==> src/rtl/factorial_core_if.sv <==
// Factorial core bus: input FIFO read port plus result handshake.
// The core side uses the slave modport; the driver/consumer uses master.
interface factorial_core_if;
    logic        fifo_empty;
    logic [31:0] fifo_dout;
    logic        fifo_rd_en;
    logic [63:0] result;
    logic        result_valid;
    logic        result_ready;
    logic        overflow;
    logic        busy;

    modport master (
        output fifo_empty,
        output fifo_dout,
        output result_ready,
        input  fifo_rd_en,
        input  result,
        input  result_valid,
        input  overflow,
        input  busy
    );

    modport slave (
        input  fifo_empty,
        input  fifo_dout,
        input  result_ready,
        output fifo_rd_en,
        output result,
        output result_valid,
        output overflow,
        output busy
    );
endinterface

==> src/rtl/factorial_core.sv <==
// Iterative 64-bit factorial engine fed from a FIFO.
// One multiply per cycle; operands above MAX_N report overflow.
module factorial_core #(
    parameter int unsigned MAX_N = 20
) (
    input  logic             clk,
    input  logic             reset_n,
    factorial_core_if.slave  bus
);

    typedef enum logic [1:0] {
        S_IDLE,
        S_WAIT,
        S_CALC,
        S_DONE
    } state_t;

    state_t      r_state;
    state_t      w_next;
    logic [63:0] r_acc;
    logic [31:0] r_cnt;
    logic        r_ovf;
    logic        r_armed;
    logic        w_rd;
    logic        w_small;
    logic        w_big;
    logic [63:0] w_prod;

    // r_armed keeps reads off until one full edge after reset release
    assign w_rd    = (r_state == S_IDLE) && r_armed && !bus.fifo_empty;
    assign w_small = bus.fifo_dout <= 32'd1;
    assign w_big   = bus.fifo_dout > 32'(MAX_N);
    assign w_prod  = r_acc * {32'd0, r_cnt};

    assign bus.fifo_rd_en   = w_rd;
    assign bus.result       = r_acc;
    assign bus.result_valid = (r_state == S_DONE);
    assign bus.overflow     = r_ovf;
    assign bus.busy         = (r_state != S_IDLE);

    // State register and read-enable arming
    always_ff @(posedge clk or negedge reset_n) begin
        if (!reset_n) begin
            r_state <= S_IDLE;
            r_armed <= 1'b0;
        end else begin
            r_state <= w_next;
            r_armed <= 1'b1;
        end
    end

    // Next-state decode
    always_comb begin
        w_next = S_IDLE;
        case (r_state)
            S_IDLE: w_next = w_rd ? S_WAIT : S_IDLE;
            S_WAIT: w_next = (w_small || w_big) ? S_DONE : S_CALC;
            S_CALC: w_next = (r_cnt <= 32'd2) ? S_DONE : S_CALC;
            S_DONE: w_next = bus.result_ready ? S_IDLE : S_DONE;
            default: w_next = S_IDLE;
        endcase
    end

    // Operand capture and multiply-accumulate datapath
    always_ff @(posedge clk or negedge reset_n) begin
        if (!reset_n) begin
            r_acc <= 64'd0;
            r_cnt <= 32'd0;
            r_ovf <= 1'b0;
        end else begin
            case (r_state)
                S_WAIT: begin
                    r_cnt <= bus.fifo_dout;
                    r_acc <= w_big ? 64'd0 : 64'd1;
                    r_ovf <= w_big;
                end
                S_CALC: begin
                    r_acc <= w_prod;
                    r_cnt <= r_cnt - 32'd1;
                end
                default: begin
                    r_acc <= r_acc;
                    r_cnt <= r_cnt;
                    r_ovf <= r_ovf;
                end
            endcase
        end
    end

endmodule

==> src/flat_wrapper.sv <==
// flat-port wrapper written by rule: the top's interface ports become plain ports
module factorial_core_flat 
#(
    parameter int unsigned MAX_N = 20
)
  (clk, reset_n, bus_fifo_empty, bus_fifo_dout, bus_result_ready, bus_fifo_rd_en, bus_result, bus_result_valid, bus_overflow, bus_busy);
  factorial_core_if bus_i ();
  input  logic clk;
  input  logic reset_n;
  input wire logic [$bits(bus_i.fifo_empty)-1:0] bus_fifo_empty;
  input wire logic [$bits(bus_i.fifo_dout)-1:0] bus_fifo_dout;
  input wire logic [$bits(bus_i.result_ready)-1:0] bus_result_ready;
  output wire logic [$bits(bus_i.fifo_rd_en)-1:0] bus_fifo_rd_en;
  output wire logic [$bits(bus_i.result)-1:0] bus_result;
  output wire logic [$bits(bus_i.result_valid)-1:0] bus_result_valid;
  output wire logic [$bits(bus_i.overflow)-1:0] bus_overflow;
  output wire logic [$bits(bus_i.busy)-1:0] bus_busy;
  assign bus_i.fifo_empty = bus_fifo_empty;
  assign bus_i.fifo_dout = bus_fifo_dout;
  assign bus_i.result_ready = bus_result_ready;
  assign bus_fifo_rd_en = bus_i.fifo_rd_en;
  assign bus_result = bus_i.result;
  assign bus_result_valid = bus_i.result_valid;
  assign bus_overflow = bus_i.overflow;
  assign bus_busy = bus_i.busy;
  factorial_core #(.MAX_N(MAX_N)) u_core (.clk(clk), .reset_n(reset_n), .bus(bus_i));
endmodule
==> config.mk <==
export PLATFORM = sky130hd
export DESIGN_NAME = factorial_core_flat
export DESIGN_NICKNAME = d
export VERILOG_FILES = /design/src/rtl/factorial_core_if.sv /design/src/rtl/factorial_core.sv /design/src/flat_wrapper.sv
export SDC_FILE = /design/constraint.sdc
export NUM_CORES = 2
export LEC_CHECK = 0
export CORE_AREA = 5 5 307 309
export CTS_CLUSTER_DIAMETER = 50
export CTS_CLUSTER_SIZE = 12
export DETAILED_ROUTE_END_ITERATION = 6
export DIE_AREA = 0 0 312 314
export PLACE_DENSITY = 0.73
export SETUP_SLACK_MARGIN = 0.3
export SLEW_MARGIN = 25
export SYNTH_ARGS = -nofsm -noshare
export SYNTH_HDL_FRONTEND = slang
export SYNTH_SLANG_ARGS = --single-unit
==> constraint.sdc <==
create_clock -name clk -period 9.89 [get_ports clk]
set_input_delay 0.989 -clock clk [delete_from_list [all_inputs] [get_ports clk]]
set_output_delay 0.989 -clock clk [all_outputs]
set_load 0.005 [all_outputs]
Word level (Yosys, flattened, before mapping)
Index checks and enable logic that the tools add are counted.
{"block": "word_totals", "ff_bits": 100, "mem_count": 0, "latchBits": 0, "mem_bits_rw": 0, "out_inout_bits": 68, "inputBits": 36, "elab_cells": 28, "mem_bits_ro": 0}
{"block": "classes", "muxes": 8, "div": 0, "n_addsub": 1, "reduce_logical": 7, "shift": 0, "eq_ne": 3, "n_mul": 1, "bitwise_logic": 0, "order_cmp": 3}
{"cell": "$pmux W64 S2", "count": 1}
{"cell": "$mul A64 B32 Y64", "count": 1}
{"cell": "$pmux W32 S2", "count": 1}
{"cell": "$gt A32 B5 Y1 const B", "count": 1}
{"cell": "$le A32 B1 Y1 const B", "count": 1}
{"cell": "$le A32 B2 Y1 const B", "count": 1}
{"cell": "$sub A32 B1 Y32 const B", "count": 1}
{"cell": "$pmux W2 S4", "count": 1}
{"cell": "$eq A2 B2 Y1 const B", "count": 2}
{"cell": "$mux W1", "count": 4}
{"cell": "$reduce_bool A2 Y1", "count": 2}
{"cell": "$eq A2 B1 Y1 const B", "count": 1}
{"cell": "$logic_and A1 B1 Y1", "count": 2}
{"cell": "$logic_not A2 Y1", "count": 1}
{"cell": "$mux W2", "count": 1}
{"cell": "$logic_not A1 Y1", "count": 1}
{"cell": "$logic_or A1 B1 Y1", "count": 1}

Logic depth before layout (Yosys ltp)
{"block": "depth", "word_depth": 5, "ltp_mapped": 27, "depth_no_buf": 24}

Worst setup path before layout
Ideal clock, no wire load.
{"block": "synth_timing", "kind": "register to register", "startpoint": "register u_core.r_cnt[6]", "endpoint": "register u_core.r_acc[63], in the netlist u_core.bus.result[63]", "stages_incl_launch_ff": 27, "slack_ns": 2.685, "n_path_buf": 4, "arrival_time_ns": 7.084, "path_cell_list": "dfrtp_1 > buf_2 > clkbuf_1 > clkbuf_1 > nand2_1 > fa_1 > inv_1 > fa_1 > fa_1 > inv_1 > fa_1 > inv_1 > fa_1 > fa_1 > fa_1 > fa_1 > ha_1 > clkbuf_1 > a21oi_1 > o21ai_0 > a21oi_1 > o21ai_0 > a22oi_1 > o221ai_1 > a311oi_2 > xnor2_1 > a22o_1"}
{"block": "synth_via", "elab_chain_cells": 2}
{"item": "start, declared", "line": "factorial_core.sv:21", "rtl": "logic [31:0] r_cnt;"}
{"item": "start signal, assigned", "line": "factorial_core.sv:73", "rtl": "r_cnt <= bus.fifo_dout;"}
{"item": "start signal, assigned", "line": "factorial_core.sv:79", "rtl": "r_cnt <= r_cnt - 32'd1;"}
{"item": "start signal, assigned", "line": "factorial_core.sv:83", "rtl": "r_cnt <= r_cnt;"}
{"item": "$mul A64 B32 Y64", "line": "factorial_core.sv:33", "rtl": "assign w_prod = r_acc * {32'd0, r_cnt};"}
{"item": "$pmux W64 S2", "line": "factorial_core.sv:71", "rtl": "case (r_state)"}
{"item": "end signal, assigned", "line": "factorial_core.sv:74", "rtl": "r_acc <= w_big ? 64'd0 : 64'd1;"}
{"item": "end signal, assigned", "line": "factorial_core.sv:78", "rtl": "r_acc <= w_prod;"}
{"item": "end signal, assigned", "line": "factorial_core.sv:82", "rtl": "r_acc <= r_acc;"}
{"item": "end, declared", "line": "factorial_core.sv:20", "rtl": "logic [63:0] r_acc;"}
No other way between the ends.
A chain may end at the register's enable or synchronous reset.

Worst setup path in the final report
{"block": "layout_timing", "startpoint": "register u_core.r_cnt[8]", "endpoint": "register u_core.r_acc[63], in the netlist u_core.bus.result[63]"}
The elaborated chain is that of the path after synthesis.

==> reports/qor.yml <==
clock-root-buffer: "clkbuf_16"
yosys.area_share.simple: 0.172
ir_drop_mv: 0.0862
syn_to_final_growth_pct: 4.44
start_util: 0.556
grt_max_degree: 85
rows: 111
nets: 7079
critical_path_class: "reg -> reg"
wl_per_cell_um: 23.4
cts_tree: "done"
synth_seq_cells: 100
core_mm2: 0.0911
synth-edff-count: 0
cp.required_ns: 10.14
drtIter0Drc: 3763
synth_commonest_cells: "fa_1, inv_1, nand2_1"
synthDistinctLibCells: 84
grt_antenna_before_repair: 8
cts.repair.resized: 0
vias: 39000
gr-usage-all-layers: 0.328
fillers: 7940
synth_nets: 7238
synthAdderAreaFrac: 0.581
yosys_most_used_dff: "dfrtp_1"
ff_latch_area_mm2: 0.00254
dr.pass1.iters: 6
fin_setup_tns_ns: 0
fmax_mhz: 120
slew_violations: 0
async_flop_share: 1.00
netlist_top_cells_area: "fa_1, inv_1, nand2_1"
combPwrFrac: 0.036
grt_pass1_wl_mm: 246
hp-class: "reg -> reg"
max_cap_violations: 0
worstPathMaxFanout: 40
die_area_mm2: 0.0980
synth.avg_cell_area_um2: 8.93
start_kind: "flop"
multi_input_area_mm2: 0.0418
synthMuxAreaShare: 0
viasPerCell: 5.81
synth-xor-area-share: 0.0187
post_cts_buffers: 0
skew_ns: 0.0177
netlist.area_leader.share: 0.541
htree_levels: 3
power_frac_seq: 0.474
synth_top_family_by_area: "adder cells"
place_congestion: 0.959
crit_path_end_kind: "flop"
ant_nets: 0
numPortBuffers: 103
min_period_ns: 8.37
grt.overflow.total: 0
internal-power_uw: 660
maxSlewHeadroom: 0.236
crit_arrival_ns: 8.62
synth_compound_area_frac: 0.0530
clock-sinks: 100
synthCells: 5672
p_leak_uw: 0.0276
status: "finished, final reports clean"
seq_area_frac_synth: 0.0494
hold_viol: 0
yosysMostFrequentCell: "fa_1"
cts_buffers: 9
synth_warnings: 0
rsz0062_at_grt: "false"
r2r_slack_ns: 1.52
grt_pass1_vias: 42300
power.density_mw_per_mm2: 16.3
die_y_um: 314
io_pins: 104
totalWireLength_mm: 157
cts_hold_buf: 0
worst_pin_slew_ns: 1.15
post-route-util: 0.581
finalSetupViolCount: 0
timing.final.crit_share: 0.846
swShare: 0.234
drc_errors: 0
dpl.hpwl_mm: 122
clk_pin_slew_worst_paths_ns: 0.08
power.switching_uw: 202
drive_above_1_share: 0.0339
pwr-share-clk: 0.491
clock_latency_ns: 0.37
syn_area_mm2: 0.0507
die_x_um: 312
synth_area_leader_cell: "fa_1"
clockBufferDepth: 2
==> state kept, by name, summed over array words and instances, names as in the netlist <==
signal	flops
u_core.bus.result	64
u_core.r_cnt	32
u_core.r_state	2
u_core.bus.overflow	1
u_core.r_armed	1
==> final timing paths <==
kind,end,start,cells past startpoint
worst min-delay path,u_core.bus.result[21],u_core.bus.result[21],1
min in group asynchronous,u_core.r_armed,reset_n,1
max in group asynchronous,u_core.r_cnt[3],reset_n,2
worst min register to register,u_core.bus.result[21],u_core.bus.result[21],1
worst max-delay path,u_core.bus.result[63],u_core.r_cnt[8],21
worst max register to register,u_core.bus.result[63],u_core.r_cnt[8],21
==> critical path: stages (launching register included) <==
cell       delay (ns)
dfrtp_2          0.71
buf_4            0.68
nand2_1          0.17
fa_1             0.58
inv_1            0.06
fa_1             0.51
fa_1             0.55
inv_1            0.05
fa_1             0.52
inv_1            0.06
fa_1             0.47
fa_1             0.50
fa_1             0.51
fa_1             0.42
ha_1             0.43
a21o_1           0.25
o21bai_1         0.20
a2111oi_0        0.60
o221ai_1         0.37
a311oi_2         0.30
xnor2_1          0.09
a22o_1           0.20
==> logic make-up (layout without fill, tap and decap cells) <==
family / count (synthesis) / count (layout)
buf+inv: 1694 / 1540
compound gates: 392 / 392
flops: 100 / 100
fa+ha+maj: 1530 / 1530
xor+xnor: 108 / 108
simple gates: 1847 / 1847
other cells: 1 / 6
==> cell type report <==
type                       count  share of cell area
inverter                    1320              0.0937
timing repair buffer         204              0.0342
clock buffer                  12             0.00485
sequential                   100              0.0480
antenna                        5            0.000236
clock inverter                 4             0.00147
tap                         1186              0.0280
multi-input combinational   3878               0.790
==> power groups by stage <==
stage	sequential (µW)	clock (µW)	combinational (µW)
2_1_floorplan	417	0	1.30
3_3_place_gp	417	0	30.6
3_5_place_dp	417	0	30.7
4_1_cts	409	418	30.7
5_1_grt	409	435	32.4
6_report	409	423	30.6
==> per-layer routing <==
metal	up-vias	wire, µm	global-route usage
li1	16000	-	-
met1	20400	58100	0.428
met2	2080	75500	0.548
met3	503	15300	0.0573
met4	4	8050	0.138
met5	-	24	0
==> placed cells by master (no fill, tap or decap), drive strengths merged, types with 49 or more instances in the layout <==
cell type         n
fa             1368
xnor2            79
nand2          1037
inv            1321
o21ai            62
a22o             49
dfrtp           100
a21oi           120
and2            554
nor2            102
clkdlybuf4s50   102
ha              162
buf             102
==> through the flow <==
step / area [µm²] / total power [µW] / setup WS, ns / hold WS, ns / instances
3_5_place_dp: 52600 / 448 / 1.61 / 0.506 / 6688
2_1_floorplan: 50700 / 418 / 2.68 / 0.502 / 5672
3_3_place_gp: 52500 / 447 / 1.71 / 0.489 / 6687
5_1_grt: 52900 / 876 / 1.13 / 0.538 / 6704
4_1_cts: 52900 / 857 / 1.57 / 0.523 / 6704
6_report: 52900 / 862 / 1.52 / 0.517 / 6709
(Power assumes the default switching activity.)
